## src/rtl/uart_arb_pkg.sv

```systemverilog
// Shared types for the UART transmitter arbiter and related shared-resource logic.
// Latency: none (declarations only).
// Backpressure: not applicable.
package uart_arb_pkg;

    typedef enum logic [0:0] {
        IDLE  = 1'b0,
        OWNED = 1'b1
    } arb_state_e;

    typedef logic [7:0] byte_t;

    localparam int MAX_REQ = 8;

endpackage

```

## src/rtl/rr_picker.sv

```systemverilog
// Round-robin picker: first asserted request at or above rr_ptr, wrapping around.
// Latency: purely combinational.
// Backpressure: none; the caller decides when the pick is consumed.
module rr_picker #(
    parameter int NumReq = 2,
    localparam int IdW = (NumReq > 1) ? $clog2(NumReq) : 1
) (
    input  logic [NumReq-1:0] req,
    input  logic [IdW-1:0]    rr_ptr,
    output logic              any,
    output logic [IdW-1:0]    winner
);

    // Scan offsets from high to low so the smallest offset from rr_ptr is written last and wins.
    always_comb begin
        int idx;
        winner = '0;
        idx    = 0;
        for (int i = NumReq - 1; i >= 0; i--) begin
            idx = int'(rr_ptr) + i;
            if (idx >= NumReq) begin
                idx = idx - NumReq;
            end
            if (req[idx]) begin
                winner = IdW'(idx);
            end
        end
    end

    assign any = |req;

endmodule

```

## src/rtl/uart_tx_arbiter.sv

```systemverilog
// Shares one UART TX serializer between NumReq byte streams, round-robin per packet.
// Latency: one idle cycle per grant; beats within a packet pass through combinationally.
// Backpressure: tx_ready routed straight to the owner's req_ready; non-owners stall.
module uart_tx_arbiter
    import uart_arb_pkg::*;
#(
    parameter int NumReq   = 2,
    parameter int MaxBurst = 0,
    localparam int GidW    = $clog2(NumReq)
) (
    input  logic                    clk,
    input  logic                    rst_n,
    input  logic [NumReq-1:0]       req_valid,
    input  byte_t [NumReq-1:0]      req_data,
    input  logic [NumReq-1:0]       req_last,
    output logic [NumReq-1:0]       req_ready,
    output logic                    tx_valid,
    output byte_t                   tx_data,
    input  logic                    tx_ready,
    output logic [GidW-1:0]         grant_id,
    output logic                    busy
);

    // Beat counter is at least one bit wide even when bursts are unlimited.
    localparam int CntW      = (MaxBurst > 0) ? $clog2(MaxBurst + 1) : 1;
    localparam int BurstLast = (MaxBurst > 0) ? MaxBurst - 1 : 0;

    arb_state_e      state, state_nxt;
    logic [GidW-1:0] rr_ptr, rr_ptr_nxt;
    logic [GidW-1:0] grant_nxt;
    logic [CntW-1:0] beat_cnt, beat_cnt_nxt;

    logic            pick_any;
    logic [GidW-1:0] pick_id;
    logic            beat;
    logic            burst_hit;

    rr_picker #(
        .NumReq (NumReq)
    ) u_picker (
        .req    (req_valid),
        .rr_ptr (rr_ptr),
        .any    (pick_any),
        .winner (pick_id)
    );

    // Arbitration state, grant owner, pointer and beat count; reset aborts any open packet.
    always_ff @(posedge clk) begin
        if (!rst_n) begin
            state    <= IDLE;
            rr_ptr   <= '0;
            grant_id <= '0;
            beat_cnt <= '0;
        end else begin
            state    <= state_nxt;
            rr_ptr   <= rr_ptr_nxt;
            grant_id <= grant_nxt;
            beat_cnt <= beat_cnt_nxt;
        end
    end

    // Next-state and owner pass-through; outputs are forced quiet while reset is asserted
    // so an owned packet cannot complete a beat in the reset cycle.
    always_comb begin
        state_nxt    = state;
        rr_ptr_nxt   = rr_ptr;
        grant_nxt    = grant_id;
        beat_cnt_nxt = beat_cnt;
        tx_valid     = 1'b0;
        tx_data      = 8'h00;
        req_ready    = '0;
        beat         = 1'b0;
        burst_hit    = 1'b0;

        case (state)
            IDLE: begin
                if (pick_any) begin
                    grant_nxt    = pick_id;
                    beat_cnt_nxt = '0;
                    state_nxt    = OWNED;
                end
            end
            OWNED: begin
                if (rst_n) begin
                    tx_valid            = req_valid[grant_id];
                    tx_data             = tx_valid ? req_data[grant_id] : 8'h00;
                    req_ready[grant_id] = tx_ready;
                end
                beat      = tx_valid && tx_ready;
                burst_hit = (MaxBurst != 0) && (beat_cnt == CntW'(BurstLast));
                if (beat) begin
                    if (beat_cnt != {CntW{1'b1}}) begin
                        beat_cnt_nxt = beat_cnt + 1'b1;
                    end
                    // Either end-of-packet or burst limit hands the transmitter on;
                    // the releasing requester drops to lowest priority.
                    if (req_last[grant_id] || burst_hit) begin
                        if (int'(grant_id) == NumReq - 1) begin
                            rr_ptr_nxt = '0;
                        end else begin
                            rr_ptr_nxt = grant_id + 1'b1;
                        end
                        state_nxt = IDLE;
                    end
                end
            end
            default: begin
                state_nxt = IDLE;
            end
        endcase
    end

    assign busy = (state == OWNED);

endmodule

```

## config.mk

```make
export PLATFORM = sky130hd
export DESIGN_NAME = uart_tx_arbiter
export DESIGN_NICKNAME = d
export VERILOG_FILES = /design/src/rtl/uart_arb_pkg.sv /design/src/rtl/rr_picker.sv /design/src/rtl/uart_tx_arbiter.sv
export SDC_FILE = /design/constraint.sdc
export NUM_CORES = 1
export LEC_CHECK = 0
export ABC_AREA = 1
export CAP_MARGIN = 20
export CORE_MARGIN = 3
export CORE_UTILIZATION = 26
export CTS_BUF_LIST = sky130_fd_sc_hd__clkbuf_8
export DETAILED_ROUTE_END_ITERATION = 7
export PLACE_DENSITY = 0.8
export SLEW_MARGIN = 0
export SYNTH_ARGS = -nofsm -noshare
export SYNTH_HDL_FRONTEND = slang
export SYNTH_SLANG_ARGS = --single-unit
```

## constraint.sdc

```tcl
create_clock -name clk -period 0.95 [get_ports clk]
set_input_delay 0.1425 -clock clk [delete_from_list [all_inputs] [get_ports clk]]
set_output_delay 0.1425 -clock clk [all_outputs]
set_load 0.01 [all_outputs]
```

# Yosys cells after proc, flatten, opt, wreduce, memory -nomap -nowiden
# Index checks and enable logic that the tools add are counted.
[classes] add_sub_neg=4 order_cmp=6 mux=31 bitwise=2 n_reduce_logical=5
[ops] op="32-bit by 3-bit < comparator with 1-bit output, second input constant" n=2
[ops] op="32-bit two-way mux" n=2
[ops] op="8-bit two-way mux" n=5
[ops] op="32-bit by 3-bit >= comparator with 1-bit output, second input constant" n=1
[ops] op="32-bit by 3-bit subtractor with 32-bit output, second input constant" n=1
[ops] op="1-bit two-way mux" n=20
[ops] op="2-bit two-way mux" n=2
[ops] op="3-bit AND reduction" n=1
[ops] op="1-bit by 2-bit subtractor with 3-bit output, second input constant" n=1
[ops] op="1-bit by 1-bit adder with 2-bit output, second input constant" n=1
[ops] op="2-bit bitwise AND" n=1
[ops] op="1-bit by 2-bit >= comparator with 1-bit output, second input constant" n=1
[ops] op="1-bit logical AND" n=2
[ops] op="1-bit by 2-bit < comparator with 1-bit output, second input constant" n=1
[ops] op="1-bit one-hot mux with 2 select lines" n=1
[ops] op="2-bit AND reduction" n=1
[ops] op="2-bit OR reduction" n=1
[ops] op="1-bit adder, second input constant" n=1
[ops] op="1-bit demux with 1-bit select" n=1
[ops] op="1-bit >= comparator, second input constant" n=1
[ops] op="1-bit NOT" n=1
[word_totals] reg_bits=3 input_bits=23 out_inout_bits=13 word_cells=51

# Logic depth before layout (Yosys ltp)
# Gate-level depths: netlist (run 1).
[depth] ltp_word=8 ltp_mapped=7 mapped_depth_nobuf=7

# Hierarchy
# From an unflattened synthesis (run 1), not the netlist that was laid out.
[hier_totals] cells_unflattened=58 area_unflattened_um2=336.6
[by_module_without_submodules] mod="uart_tx_arbiter" n_inst=1 cells_per_inst=54 area_per_inst_um2=317.8 seq_area_each_um2=60.1
[by_module_without_submodules] mod="rr_picker" n_inst=1 cells_per_inst=4 area_per_inst_um2=18.8 seq_area_each_um2=0.0

# Least setup slack after synthesis (run 1)
# Ideal clock, no wire load.
[synth_timing] path_kind="reg2out" from="register state (netlist: busy)" to="output tx_data[0]" arrival_time_ns=0.983 required_ns=0.808 path_slack_ns=-0.176 path_stages_with_launch=7 n_path_buf=0 cell_sequence="dfxtp_1 > nand2_2 > clkinv_1 > nand2_2 > nor2_8 > inv_4 > a21oi_2"
[synth_between] elab_chain_len=1
[synth_lines] item="start: declaration" line_no="uart_tx_arbiter.sv:28" source="arb_state_e state, state_nxt;"
[synth_lines] item="start signal: assignment" line_no="uart_tx_arbiter.sv:55" source="state <= state_nxt;"
[synth_lines] item="8-bit two-way mux" line_no="uart_tx_arbiter.sv:75" source="case (state)"
[synth_lines] item="end: declaration" line_no="uart_tx_arbiter.sv:18" source="output byte_t tx_data,"
# Every way passes these cells.

# Worst setup path after layout (run 1)
[layout_timing] from="register grant_id" to="output tx_data[5]"
[layout_between] elab_chain_len=5 elab_cells_between_ends=7 cone_classes="mux: 7"
[layout_lines] item="start: declaration" line_no="uart_tx_arbiter.sv:20" source="output logic [GidW-1:0] grant_id,"
[layout_lines] item="start signal: assignment" line_no="uart_tx_arbiter.sv:57" source="grant_id <= grant_nxt;"
[layout_lines] item="8-bit two-way mux (not written as such) / 1-bit two-way mux (equally long branches) (2 in a row)" line_no="uart_tx_arbiter.sv:86, uart_tx_arbiter.sv:85"
[layout_lines] item="8-bit two-way mux *" line_no="uart_tx_arbiter.sv:86" source="tx_data = tx_valid ? req_data[grant_id] : 8'h00;"
[layout_lines] item="8-bit two-way mux *" line_no="uart_tx_arbiter.sv:84" source="if (rst_n) begin"
[layout_lines] item="8-bit two-way mux *" line_no="uart_tx_arbiter.sv:75"
# Mark *: on every way between the ends. The rest lies on a longest branch, timed or not. The select of a mux whose other input is x is not followed.

==> out/results.txt, run 1 <==
Violated checks - setup timing
# Max-Cap Violations - 0
Number of top-level pins - 36
CP startpoint kind - flip-flop
Main synth FF type - dfxtp_1
FMAX - 775 MHz
Fin cells - 118
Vias in the first global route - 483
Period utilization - 1.36
Clk buf depth - 2
Synthesized instance count - 58
First-pass detailed-route iteration total - 2
Worst Setup End Kind - output port
Vias per Instance - 4.47
Max_slew headroom - 0.867
Routed Antenna Nets - 0
Synthesis-to-finish area growth - 151%
Dominant cells by area after synthesis - nand2_1 (24%), a21oi_2 (20%), dfxtp_1 (17%), nor2_8 (5.7%), a21oi_1 (4.3%)
Yosys top cell area share - 0.237
Worst Path Required - 0.81 ns
Post-Route Skew - 0.00404 ns
# diodes - 0
Setup TNS - -3.56 ns
I/O Buffers - 35
# setup viols final - 14
Synth warnings - 0
Worst Slack Setup Final - -0.340 ns
Die width - 42.6 µm
Full die area - 0.00182 mm²
DRC violations left - 0
DP Cell Count - 113
Detailed Place HPWL - 1.06 mm
Synth Net Count - 81
Worst vdd ir - 0.00106 V
Iteration-0 DRC Markers - 1
Fin crit period - 1.29 ns
Tot GR Track Use - 0.141
Grt ovf - 0
Num CTS Buffers - 3
Slew Limit Fails - 0
Routed length per placed instance - 11.6 µm
Syn Area/Cell - 6.02 µm²
Vias after detailed routing - 528
Final hold violations - 0
Min-Delay Path Depth - 2
Critical Path Fanout Max - 8
Outcome - finished with violations
Power Density - 905 mW/mm²
Layout Utilization - 0.737
H-tree depth - 1
CTS tree - built
Pin count of the biggest net entering global routing - 11
Leakage - 0.426 nW
Worst path arrival time - 1.15 ns
First-pass GRT wire length - 1.97 mm
Post-synthesis cell type count - 16
Worst-margin pin slew - 0.197 ns
Cell Rows - 12
Final nets - 128
Core area - 0.00119 mm²
Root Driver - clkbuf_8
Hold Crit Class - in -> reg
Initial antenna violation count - 0
Die height - 42.6 µm
FF+latch count, synth - 3
Share of synthesized registers carrying an async set or reset - 0
Clk slew on worst S/H paths - 0.03 ns
EDFF count, synth - 0
R2R cell count - 6
Share of post-route cells with drive strength above 1 - 0.500
Commonest cells post-synth - nand2_1 (22), a21oi_2 (8), nor2_1 (4)
Register area share after synthesis - 0.172
Mapped Area - 349 µm²
Gpl congestion - 0.770
Clk sink count - 3
RSZ-0062 raised after global routing - yes
Initial Util - 0.294
Post-synth top area cell - nand2_1
Worst skew pair latency - 0.21 ns
Total routed wirelength - 1.37 mm
Most frequent cell after synthesis - nand2_1
Crit path kind - reg -> out
power by group:
group	internal (mW)	total (mW)	switching, mW
Sequential	0.132	0.144	0.0120
Combinational	0.166	0.295	0.128
Clock	0.274	0.353	0.0784
sequential cells by signal (all words and copies together) (netlist names):
| register | count |
|---|---|
| rr_ptr | 1 |
| busy | 1 |
| grant_id | 1 |
layer usage:
layer,vias to the layer above,wire (µm),track usage
met5,-,0,0
met4,0,5,0.0373
met3,2,71,0.0515
met2,15,787,0.254
met1,236,506,0.151
li1,275,-,-
critical path: stages, from the launching register on:
cell	delay [ns]
dfxtp_4	0.38
nand2_4	0.07
nand2_4	0.06
nor2_8	0.12
inv_8	0.06
a21oi_2	0.09
buf_2	0.14
timing repair:
| item | 4_1_cts | 5_1_grt |
|---|---|---|
| pin swaps | 3 | 3 |
| setup endpoints to repair | 16 | 16 |
| buffers inserted | 1 | 0 |
| gates resized for setup | 62 | 17 |
| hold buffers | 0 | 0 |
through the flow:
| step | power (mW) | worst slack, ns | instance area, µm² | hold WS, ns |
|---|---|---|---|---|
| after floorplan | 0.251 | -0.0677 | 378 | 0.260 |
| after global placement | 0.421 | -0.879 | 796 | 0.474 |
| after detailed placement | 0.422 | -0.911 | 796 | 0.477 |
| after CTS | 0.779 | -0.362 | 820 | 0.366 |
| after global routing | 0.849 | -0.400 | 875 | 0.387 |
| final | 0.792 | -0.340 | 875 | 0.378 |
cells in the final DEF, fill, tap and decap left out, drive strengths merged:
master         netlist  final
clkbuf               0      3
inv                  5      6
dlymetal6s2s         0      2
dfxtp                3      3
clkdlybuf4s50        0     18
o21a                 1      1
clkinv               1      1
nand3                3      3
nand2               24     24
nor2                 6      6
buf                  2     22
o21ai                2      2
dlygate4sd2          0      2
a21oi               11     11
cells by family after synthesis:
kind of cell | after synthesis | share of synthesized area
simple gates | 33 | 0.434
compound gates | 14 | 0.294
buf+inv | 8 | 0.100
flops | 3 | 0.172
area by class of cell:
type	count	area [µm²]
multi-input combinational	47	313
clock inverter	1	3.75
inverter	6	40.0
sequential	3	67.6
timing repair buffer	44	392
fill	92	312
clock buffer	3	41.3
tap	14	17.5
worst paths after layout:
kind             from          to  slack [ns]
min reg2reg    rr_ptr      rr_ptr        0.53
max          grant_id  tx_data[5]       -0.34
max reg2reg  grant_id      rr_ptr       -0.10
min             rst_n    grant_id        0.38
(Power assumes the default switching activity.)
==> run 2, diff against run 1 <==
- CAP_MARGIN: 20 -> 25
- MAX_ROUTING_LAYER: unset -> met4
==> out/results.txt, run 2 (synthesis results as in run 1) <==
Finished Cell Area - 875 µm²
Vias in the first global route - 482
Grt ovf - 0
Commonest non-fill, non-tap cell in the layout - nand2_1
Core area - 0.00119 mm²
Share of post-route cells with drive strength above 1 - 0.500
Placed inst area - 796 µm²
Tot GR Track Use - 0.145
Clk sink count - 3
Layout Utilization - 0.737
Multi-input logic area - 313 µm²
Initial antenna violation count - 0
RSZ-0062 raised after global routing - yes
Max_slew headroom - 0.867
Vias per Instance - 4.47
Clk buf depth - 2
Vias after detailed routing - 528
Worst Slack Setup Final - -0.340 ns
First-pass GRT wire length - 1.98 mm
Root Driver - clkbuf_8
Most frequent cells in the layout - nand2_1 (20), clkdlybuf4s50_1 (18), a21oi_2 (10), buf_2 (9), buf_6 (7)
H-tree depth - 1
Total routed wirelength - 1.37 mm
Worst-margin pin slew - 0.197 ns
Die height - 42.6 µm
Tot Pwr - 792 µW
Routed Antenna Nets - 0
Full die area - 0.00182 mm²
Violated checks - setup timing
Die width - 42.6 µm
Iteration-0 DRC Markers - 1
Final nets - 128
Setup TNS - -3.56 ns
# diodes - 0
Leakage - 0.426 nW
CTS tree - built
Critical Path Fanout Max - 8
CP startpoint kind - flip-flop
Num CTS Buffers - 3
Worst Path Required - 0.81 ns
DRC violations left - 0
Hold Crit Class - in -> reg
Detailed Place HPWL - 1.06 mm
Fin cells - 118
# Max-Cap Violations - 0
DP Cell Count - 113
Post-Route Skew - 0.00409 ns
Worst path arrival time - 1.15 ns
Pin count of the biggest net entering global routing - 11
Period utilization - 1.36
Worst vdd ir - 0.00106 V
Final hold violations - 0
Worst skew pair latency - 0.21 ns
Fillers - 92
Power Density - 905 mW/mm²
First-pass detailed-route iteration total - 2
I/O Buffers - 35
Slew Limit Fails - 0
Crit path kind - reg -> out
Synthesis-to-finish area growth - 151%
FMAX - 775 MHz
Clk slew on worst S/H paths - 0.03 ns
Cell Rows - 12
Initial Util - 0.294
Register area - 67.6 µm²
# setup viols final - 14
Outcome - finished with violations
Number of top-level pins - 36
Routed length per placed instance - 11.6 µm
Fin crit period - 1.29 ns
Worst Setup End Kind - output port
Gpl congestion - 0.780
-- run 2: cell counts in the layout (fill, tap and decap cells not counted) --
Identical to the previous run, type by type.
-- run 2: stage by stage --
stage	hold slack, ns	setup slack (ns)
4_1_cts	0.366	-0.362
6_report	0.378	-0.340
2_1_floorplan	0.260	-0.0677
3_3_place_gp	0.474	-0.879
3_5_place_dp	0.477	-0.911
5_1_grt	0.387	-0.400
-- run 2: critical path, cell delays in order (launching register included) --
cell and delay (ns):
dfxtp_4 0.38, nand2_4 0.07, nand2_4 0.06, nor2_8 0.12, inv_8 0.06, a21oi_2 0.09, buf_2 0.14
-- run 2: timing repair --
item | in CTS | in global routing
cloned | 0 | 0
buffers inserted | 1 | 0
resized for setup | 62 | 17
pin swaps | 3 | 3
hold buffers | 0 | 0
setup endpoints to repair | 16 | 16
-- run 2: layout make-up --
class	count	share of cell area
Timing Repair Buffer	44	0.448
Clock inverter	1	0.00429
Clock buffer	3	0.0472
Multi-Input combinational cell	47	0.358
Inverter	6	0.0458
Tap cell	14	0.0200
Sequential cell	3	0.0773
-- run 2: path summary, 6_finish.rpt --
path / startpoint / end / slack (ns) / cells past startpoint
setup / recovery: grant_id / tx_data[5] / -0.34 / 6
hold / removal: rst_n / grant_id / 0.38 / 2
setup reg to reg: grant_id / rr_ptr / -0.10 / 6
hold reg to reg: rr_ptr / rr_ptr / 0.53 / 2
-- run 2: metal layers --
metal	global-route usage	wire, µm
met2	0.254	785
met1	0.151	506
met3	0.0515	73
met5	-	0
met4	0.0373	6
-- run 2: report_power, final --
part | switching (mW) | internal (mW)
clock | 0.0784 | 0.274
sequential | 0.0120 | 0.132
combinational | 0.128 | 0.166
